File: src/rtl/cirno9_sram_arb_pkg.sv
// Shared definitions for the cirno9 SRAM arbiter: response owner tags, counter type and
// default parameter values.
package cirno9_sram_arb_pkg;

    typedef enum logic [1:0] {
        OwnNone = 2'd0,
        OwnIfu  = 2'd1,
        OwnLsu  = 2'd2
    } owner_e;

    localparam int unsigned AddrWidthDefault = 14;
    localparam int unsigned StarveMaxDefault = 4;
    localparam int unsigned StarveCntWidth   = 3;

    typedef logic [StarveCntWidth-1:0] starve_cnt_t;

endpackage

File: src/rtl/cirno9_sram_arb_pri.sv
// Combinational grant selection between IFU and LSU, with the next value of the
// starvation counter that lets the IFU through after STARVE_MAX lost conflicts.
module cirno9_sram_arb_pri
    import cirno9_sram_arb_pkg::*;
#(
    parameter int unsigned STARVE_MAX = StarveMaxDefault
) (
    input  logic        ifu_vld,
    input  logic        ifu_flush,
    input  logic        lsu_vld,
    input  starve_cnt_t starve_cnt,
    output logic        ifu_gnt,
    output logic        lsu_gnt,
    output starve_cnt_t starve_cnt_d
);

    localparam starve_cnt_t StarveMaxCnt = starve_cnt_t'(STARVE_MAX);

    logic ifu_ok;
    logic starved;

    always_comb begin
        // A flushing IFU cannot be granted, so it does not contend either.
        ifu_ok  = ifu_vld & ~ifu_flush;
        starved = (starve_cnt >= StarveMaxCnt);
        lsu_gnt = lsu_vld & ~(ifu_ok & starved);
        ifu_gnt = ifu_ok & ~lsu_gnt;
    end

    always_comb begin
        starve_cnt_d = starve_cnt;
        if (ifu_gnt) begin
            starve_cnt_d = '0;
        end else if (lsu_gnt && ifu_ok && !starved) begin
            starve_cnt_d = starve_cnt + starve_cnt_t'(1);
        end
    end

endmodule

File: src/rtl/cirno9_sram_arb.sv
// Single-port SRAM arbiter between instruction fetch and load/store. One access per cycle,
// responses return one cycle after the grant, routed by a registered owner tag.
module cirno9_sram_arb
    import cirno9_sram_arb_pkg::*;
#(
    parameter int unsigned AW         = AddrWidthDefault,
    parameter int unsigned STARVE_MAX = StarveMaxDefault
) (
    input  logic          clk,
    input  logic          rst_n,
    input  logic          ifu_req_vld,
    output logic          ifu_req_rdy,
    input  logic [31:0]   ifu_req_addr,
    input  logic          ifu_flush,
    output logic          ifu_rsp_vld,
    output logic [31:0]   ifu_rsp_data,
    input  logic          lsu_req_vld,
    output logic          lsu_req_rdy,
    input  logic [31:0]   lsu_req_addr,
    input  logic          lsu_req_wen,
    input  logic [31:0]   lsu_req_wdata,
    input  logic [3:0]    lsu_req_wstrb,
    output logic          lsu_rsp_vld,
    output logic [31:0]   lsu_rsp_data,
    output logic          sram_cs,
    output logic          sram_we,
    output logic [3:0]    sram_wem,
    output logic [AW-1:0] sram_addr,
    output logic [31:0]   sram_din,
    input  logic [31:0]   sram_dout
);

    owner_e      owner_q, owner_d;
    logic        store_q, store_d;
    starve_cnt_t starve_cnt_q, starve_cnt_d;

    logic ifu_gnt, lsu_gnt;
    logic ifu_hs, lsu_hs, lsu_store;

    // Byte-offset and out-of-range address bits are deliberately dropped.
    logic unused_addr_bits;
    assign unused_addr_bits = ^{ifu_req_addr[31:AW+2], ifu_req_addr[1:0],
                                lsu_req_addr[31:AW+2], lsu_req_addr[1:0]};

    cirno9_sram_arb_pri #(
        .STARVE_MAX (STARVE_MAX)
    ) u_pri (
        .ifu_vld      (ifu_req_vld),
        .ifu_flush    (ifu_flush),
        .lsu_vld      (lsu_req_vld),
        .starve_cnt   (starve_cnt_q),
        .ifu_gnt      (ifu_gnt),
        .lsu_gnt      (lsu_gnt),
        .starve_cnt_d (starve_cnt_d)
    );

    // Request side: grants are masked by rst_n so everything is quiet while in reset.
    always_comb begin
        ifu_hs      = rst_n & ifu_gnt;
        lsu_hs      = rst_n & lsu_gnt;
        lsu_store   = lsu_hs & lsu_req_wen;
        ifu_req_rdy = ifu_hs;
        lsu_req_rdy = lsu_hs;
        sram_cs     = ifu_hs | lsu_hs;
        sram_we     = lsu_store;
        sram_wem    = lsu_store ? lsu_req_wstrb : 4'b0000;
        sram_din    = lsu_store ? lsu_req_wdata : 32'h0;
        sram_addr   = '0;
        if (lsu_hs) begin
            sram_addr = lsu_req_addr[AW+1:2];
        end else if (ifu_hs) begin
            sram_addr = ifu_req_addr[AW+1:2];
        end
    end

    always_comb begin
        owner_d = OwnNone;
        store_d = 1'b0;
        if (lsu_hs) begin
            owner_d = OwnLsu;
            store_d = lsu_req_wen;
        end else if (ifu_hs) begin
            owner_d = OwnIfu;
        end
    end

    always_ff @(posedge clk or negedge rst_n) begin
        if (!rst_n) begin
            owner_q      <= OwnNone;
            store_q      <= 1'b0;
            starve_cnt_q <= '0;
        end else begin
            owner_q      <= owner_d;
            store_q      <= store_d;
            starve_cnt_q <= starve_cnt_d;
        end
    end

    // Response side: a flush in the response cycle drops the fetch data.
    always_comb begin
        ifu_rsp_vld  = (owner_q == OwnIfu) & ~ifu_flush;
        ifu_rsp_data = ifu_rsp_vld ? sram_dout : 32'h0;
        lsu_rsp_vld  = (owner_q == OwnLsu);
        lsu_rsp_data = (lsu_rsp_vld && !store_q) ? sram_dout : 32'h0;
    end

endmodule
File: config.mk
export PLATFORM = sky130hd
export DESIGN_NAME = cirno9_sram_arb
export DESIGN_NICKNAME = d
export VERILOG_FILES = /design/src/rtl/cirno9_sram_arb_pkg.sv /design/src/rtl/cirno9_sram_arb_pri.sv /design/src/rtl/cirno9_sram_arb.sv
export SDC_FILE = /design/constraint.sdc
export NUM_CORES = 1
export LEC_CHECK = 0
export ABC_AREA = 0
export ABC_CLOCK_PERIOD_IN_PS = 3300
export CAP_MARGIN = 5
export CORE_AREA = 4 4 98 100
export DETAILED_ROUTE_END_ITERATION = 12
export DIE_AREA = 0 0 102 104
export PLACE_DENSITY = 0.7
export REMOVE_ABC_BUFFERS = 1
export SYNTH_ARGS = -nofsm -noshare
export SYNTH_HDL_FRONTEND = slang
export SYNTH_SLANG_ARGS = --single-unit
File: constraint.sdc
create_clock -name clk -period 3.3 [get_ports clk]
set_input_delay 0.66 -clock clk [delete_from_list [all_inputs] [get_ports clk]]
set_output_delay 0.66 -clock clk [all_outputs]
set_load 0.02 [all_outputs]
Yosys cells after proc, flatten, opt, wreduce, memory -nomap -nowiden
Cells that the tools add are included.
{ "totals": {"output_inout_bits": 120, "in_bits": 138, "ff_bits": 6, "wordCells": 36} }
{ "classes": {"bitwise_logic": 12, "reduce_logical": 6, "mux": 11, "add_sub_neg": 1, "n_eq_ne": 2, "magnitude_cmp": 1} }
{ "op_table": {"columns": ["cell", "n"], "rows": [
  ["2-to-1 mux 32 bit", 3],
  ["2-to-1 mux 14 bit", 2],
  ["bitwise AND 1 bit", 8],
  ["2-to-1 mux 3 bit", 2],
  ["2-to-1 mux 4 bit", 1],
  ["adder 3 x 1 -> 3 bit, second input constant", 1],
  [">= comparator 3 bit, second input constant", 1],
  ["logical AND 1 bit", 3],
  ["NOT 1 bit", 3],
  ["== test 2 x 1 -> 1 bit, second input constant", 1],
  ["== test 2 bit, second input constant", 1],
  ["zero test 1 bit", 2],
  ["2-to-1 mux 1 bit", 2],
  ["2-to-1 mux 2 bit", 1],
  ["nonzero test 2 bit", 1],
  ["OR 1 bit", 1]
]} }

Logic depth before layout (Yosys ltp)
{ "depth": {"word_depth": 10, "depth_mapped": 5, "depth_no_buf": 3} }

Cells and area by module
A second synthesis with hierarchy kept.
{ "hier_totals": {"hier_cells": 155, "area_unflattened_um2": 1221.2} }
{ "modules_own_cells": {"columns": ["mod", "instances", "cells_per_inst", "area_each_um2", "seq_area_each_um2"], "rows": [
  ["cirno9_sram_arb", 1, 143, 1118.6, 150.1],
  ["cirno9_sram_arb_pri", 1, 12, 102.6, 0.0]
]} }

Least setup slack after synthesis
Ideal clock, no wire load.
{ "synth_path": {"path_type": "input-to-output", "from": "input ifu_flush", "to": "output ifu_rsp_data[22]", "arrival_time_ps": 1554, "path_slack_ps": 1086, "required_ps": 2640, "n_path_buf": 1, "stages": 3, "cell_sequence": "nor3b_2 clkbuf_1 and2_1"} }
{ "synth_via": {"elab_chain_cells": 3} }
{ "synth_lines": {"columns": ["item", "line", "source"], "rows": [
  ["start, declared", "cirno9_sram_arb.sv:14", "input logic ifu_flush,"],
  ["NOT 1 bit", "cirno9_sram_arb.sv:101", "ifu_rsp_vld = (owner_q == OwnIfu) & ~ifu_flush;"],
  ["bitwise AND 1 bit", "cirno9_sram_arb.sv:101", null],
  ["named net ifu_rsp_vld", "cirno9_sram_arb.sv:15", "output logic ifu_rsp_vld,"],
  ["2-to-1 mux 32 bit", "cirno9_sram_arb.sv:102", "ifu_rsp_data = ifu_rsp_vld ? sram_dout : 32'h0;"],
  ["end, declared", "cirno9_sram_arb.sv:16", "output logic [31:0] ifu_rsp_data,"]
]} }
The timed path passes the listed nets, and every way through them passes these cells.

Worst setup path in the final report
{ "layout_path": {"from": "input ifu_flush", "to": "output sram_din[9]"} }
{ "layout_via": {"elab_chain_cells": 8} }
{ "layout_lines": {"columns": ["item", "line", "source"], "rows": [
  ["NOT 1 bit", "cirno9_sram_arb_pri.sv:24", "ifu_ok = ifu_vld & ~ifu_flush;"],
  ["bitwise AND 1 bit", "cirno9_sram_arb_pri.sv:24", null],
  ["bitwise AND 1 bit", "cirno9_sram_arb_pri.sv:26", "lsu_gnt = lsu_vld & ~(ifu_ok & starved);"],
  ["NOT 1 bit", "cirno9_sram_arb_pri.sv:26", null],
  ["bitwise AND 1 bit", "cirno9_sram_arb_pri.sv:26", null],
  ["bitwise AND 1 bit", "cirno9_sram_arb.sv:60", "lsu_hs = rst_n & lsu_gnt;"],
  ["bitwise AND 1 bit", "cirno9_sram_arb.sv:61", "lsu_store = lsu_hs & lsu_req_wen;"],
  ["2-to-1 mux 32 bit", "cirno9_sram_arb.sv:67", "sram_din = lsu_store ? lsu_req_wdata : 32'h0;"],
  ["end, declared", "cirno9_sram_arb.sv:29", "output logic [31:0] sram_din,"]
]} }
Every way passes these cells.

==> reports/results.txt <==
Layout fillers -> 875
post-DP HPWL -> 6.180 mm
CP Launch Point -> ifu_flush
first-pass GRT wire length -> 10.06 mm
actual slew at the worst max-slew pin -> 255.1 ps
antenna-violating nets left -> 0
total CTS buffers -> 3
Starting DRT DRC Count -> 34
Sink Count -> 6
syn_area_per_cell -> 7.401 µm²
Worst-path clk slew -> 30 ps
commonest non-fill, non-tap cell in the layout -> clkdlybuf4s50_1
TritonCTS clock tree -> yes
full die area -> 10610 µm²
hold crit path type -> register to register
DR top layer -> met3
# DRC -> 0
wire per inst -> 14.64 µm
ratio of cells with drive above 1 in the final layout -> 4.620%
Hold Slack -> 506.7 ps
CP cell instances -> clkdlybuf4s50_1, nor2b_2, a21oi_4, buf_4, and3_1, clkdlybuf4s50_1
vias in the first global route -> 1862
gr ovfl total -> 0
mapped cell area -> 1132 µm²
Pwr Density -> 151.8 nW/µm²
Util after Layout -> 40.44%
CP max FO -> 25
startpoint types -> input pin
synthesized instance count -> 153
Yosys warning total -> 0
most frequent cells in the layout -> clkdlybuf4s50_1, and2_1, and3_1
fin nets -> 509
Setup TNS Final -> 0 ps
min cycle time layout -> 3200 ps
register area share after synthesis -> 13.26%
area grow syn2layout -> 209.9%
CP Capture Type -> primary output
r2r startpoint -> starve_cnt_q[2]$_DFFE_PN0P_
initial cell density of the core -> 13.05%
Resize count post-CTS -> 0
DR pass1 iterations -> 4
Post-Route WL -> 6.970 mm
largest net degree at the start of global routing -> 34
Required @ worst endpoint -> 2640 ps
Ports -> 258
die height -> 104 µm
initial antenna violation count -> 0
wl on met1 -> 2.224 mm
Pleak -> 1.464 nW
fin worst setup slack -> 100.5 ps
CP endpoint -> sram_din[9]
drt via density -> 4.004
total core area -> 8678 µm²
H-tree depth -> 1
R2R setup slack -> 2240 ps
CP max stage cell -> clkdlybuf4s50_1
Clock Root Buffer -> clkbuf_8
Setup violations, final -> 0
number of I/O port buffers -> 221
#FFs+latches synth -> 6
std cell rows -> 34
CP Class -> input pin to primary output
count of cell types in the netlist -> 23
crit-path max cell delay -> 620 ps
metal3 WL -> 880 µm
worst-skew pair later-pin latency -> 220 ps
RSZ-0062 raised after global routing -> no
DR WL met2 -> 3.864 mm
Max Clk Rate -> 312.5 MHz
Relative slew margins -> 82.94%
Longest Clk Path Bufs -> 2
Final period util -> 96.95%
cts hold-fix bufs -> 0
RePlAce Congestion -> 0.7125
Post-Route Skew -> 0.4369 ps
MaxCap Viol Count -> 0
Ant. Diodes -> 0
Chip Width -> 102 µm
final count of hold timing violations -> 0
Slew Limit Fails -> 0
GR Util All Layers -> 11.77%
postcts setup bufs -> 0
r2r endpoint -> store_q$_DFF_PN0_
run status -> complete, no violations
most frequent CP cell -> clkdlybuf4s50_1
worst vdd ir -> 109.6 µV
crit path DAT -> 2540 ps
Vias -> 1906
Power, Total -> 0.5328 mW
pre-CTS WS -> 71.10 ps
R2R cell count -> 3
[layer usage]
layer	vias to the layer above	track usage (%)
met5	-	0
met4	0	0.5623
met3	0	4.628
met2	104	23.77
met1	852	11.39
li1	950	-
[final cells by class]
cell class,instances,area [µm²],share of cell area [%]
well taps,108,135.1,3.850
multi-input cells,131,893.4,25.45
repair buffers,228,2290,65.24
flip-flops and latches,6,150.1,4.278
clock buffers,3,41.29,1.176
[sequential cells by signal, indices dropped and copies added (netlist names)]
| register | flops |
|---|---|
| owner_q | 2 |
| starve_cnt_q | 3 |
| store_q | 1 |
[worst max-delay path, delay by kind of cell]
family          cells  cell delay, ps
simple gates        2             280
buf+inv             3            1400
compound gates      1             180
[stage by stage]
stage | cells | cell area [µm²]
floorplan | 137 | 1044
global placement | 473 | 3468
detailed placement | 473 | 3468
CTS | 476 | 3510
global route | 476 | 3510
finish | 476 | 3510
[logic make-up after synthesis]
kind of cell             count (synthesis)  synth area share, %
flip-flops                               6                13.26
AND/OR/NAND/NOR                        112                62.87
adder cells (fa/ha/maj)                  1                1.105
buffers and inverters                   16                7.844
multiplexers                             1               0.9944
AO/OA/AOI/OAI                           17                13.92
[cells in the mapped netlist]
library cell	instances	share of area [%]
and2_1	65	36
and3_1	36	20
a22o_1	15	12
clkbuf_1	6	2.0
dfrtp_1	6	13
buf_2	5	2.2
clkbuf_2	3	1.3
nand2b_1	2	1.1
a21oi_4	1	1.4
a22o_2	1	0.88
and2b_1	1	0.66
and3_2	1	0.66
and3_4	1	0.99
buf_6	1	0.99
buf_8	1	1.3
ha_1	1	1.1
mux2_2	1	0.99
nand2_1	1	0.33
nor2_1	1	0.33
nor2b_1	1	0.55
nor2b_2	1	0.77
nor3b_2	1	1.1
or2_1	1	0.55
[worst min-delay path by stage]
stage | start | endpoint | slack, ps | depth (start not counted)
2_1_floorplan | rst_n | owner_q[0]$_DFF_PN0_ | 360 | 0
5_1_grt | starve_cnt_q[0]$_DFFE_PN0P_ | starve_cnt_q[0]$_DFFE_PN0P_ | 550 | 1
3_3_place_gp | starve_cnt_q[1]$_DFFE_PN0P_ | starve_cnt_q[1]$_DFFE_PN0P_ | 490 | 1
4_1_cts | starve_cnt_q[1]$_DFFE_PN0P_ | starve_cnt_q[1]$_DFFE_PN0P_ | 520 | 1
6_report | starve_cnt_q[1]$_DFFE_PN0P_ | starve_cnt_q[1]$_DFFE_PN0P_ | 510 | 1
3_5_place_dp | starve_cnt_q[1]$_DFFE_PN0P_ | starve_cnt_q[1]$_DFFE_PN0P_ | 510 | 1
[power breakdown]
group          switching (mW)  internal, mW  total (mW)
clock                  0.0286        0.0781       0.107
combinational           0.131         0.211       0.342
sequential            0.00369        0.0803      0.0840
Note: power is estimated with default switching activity, not from simulation.
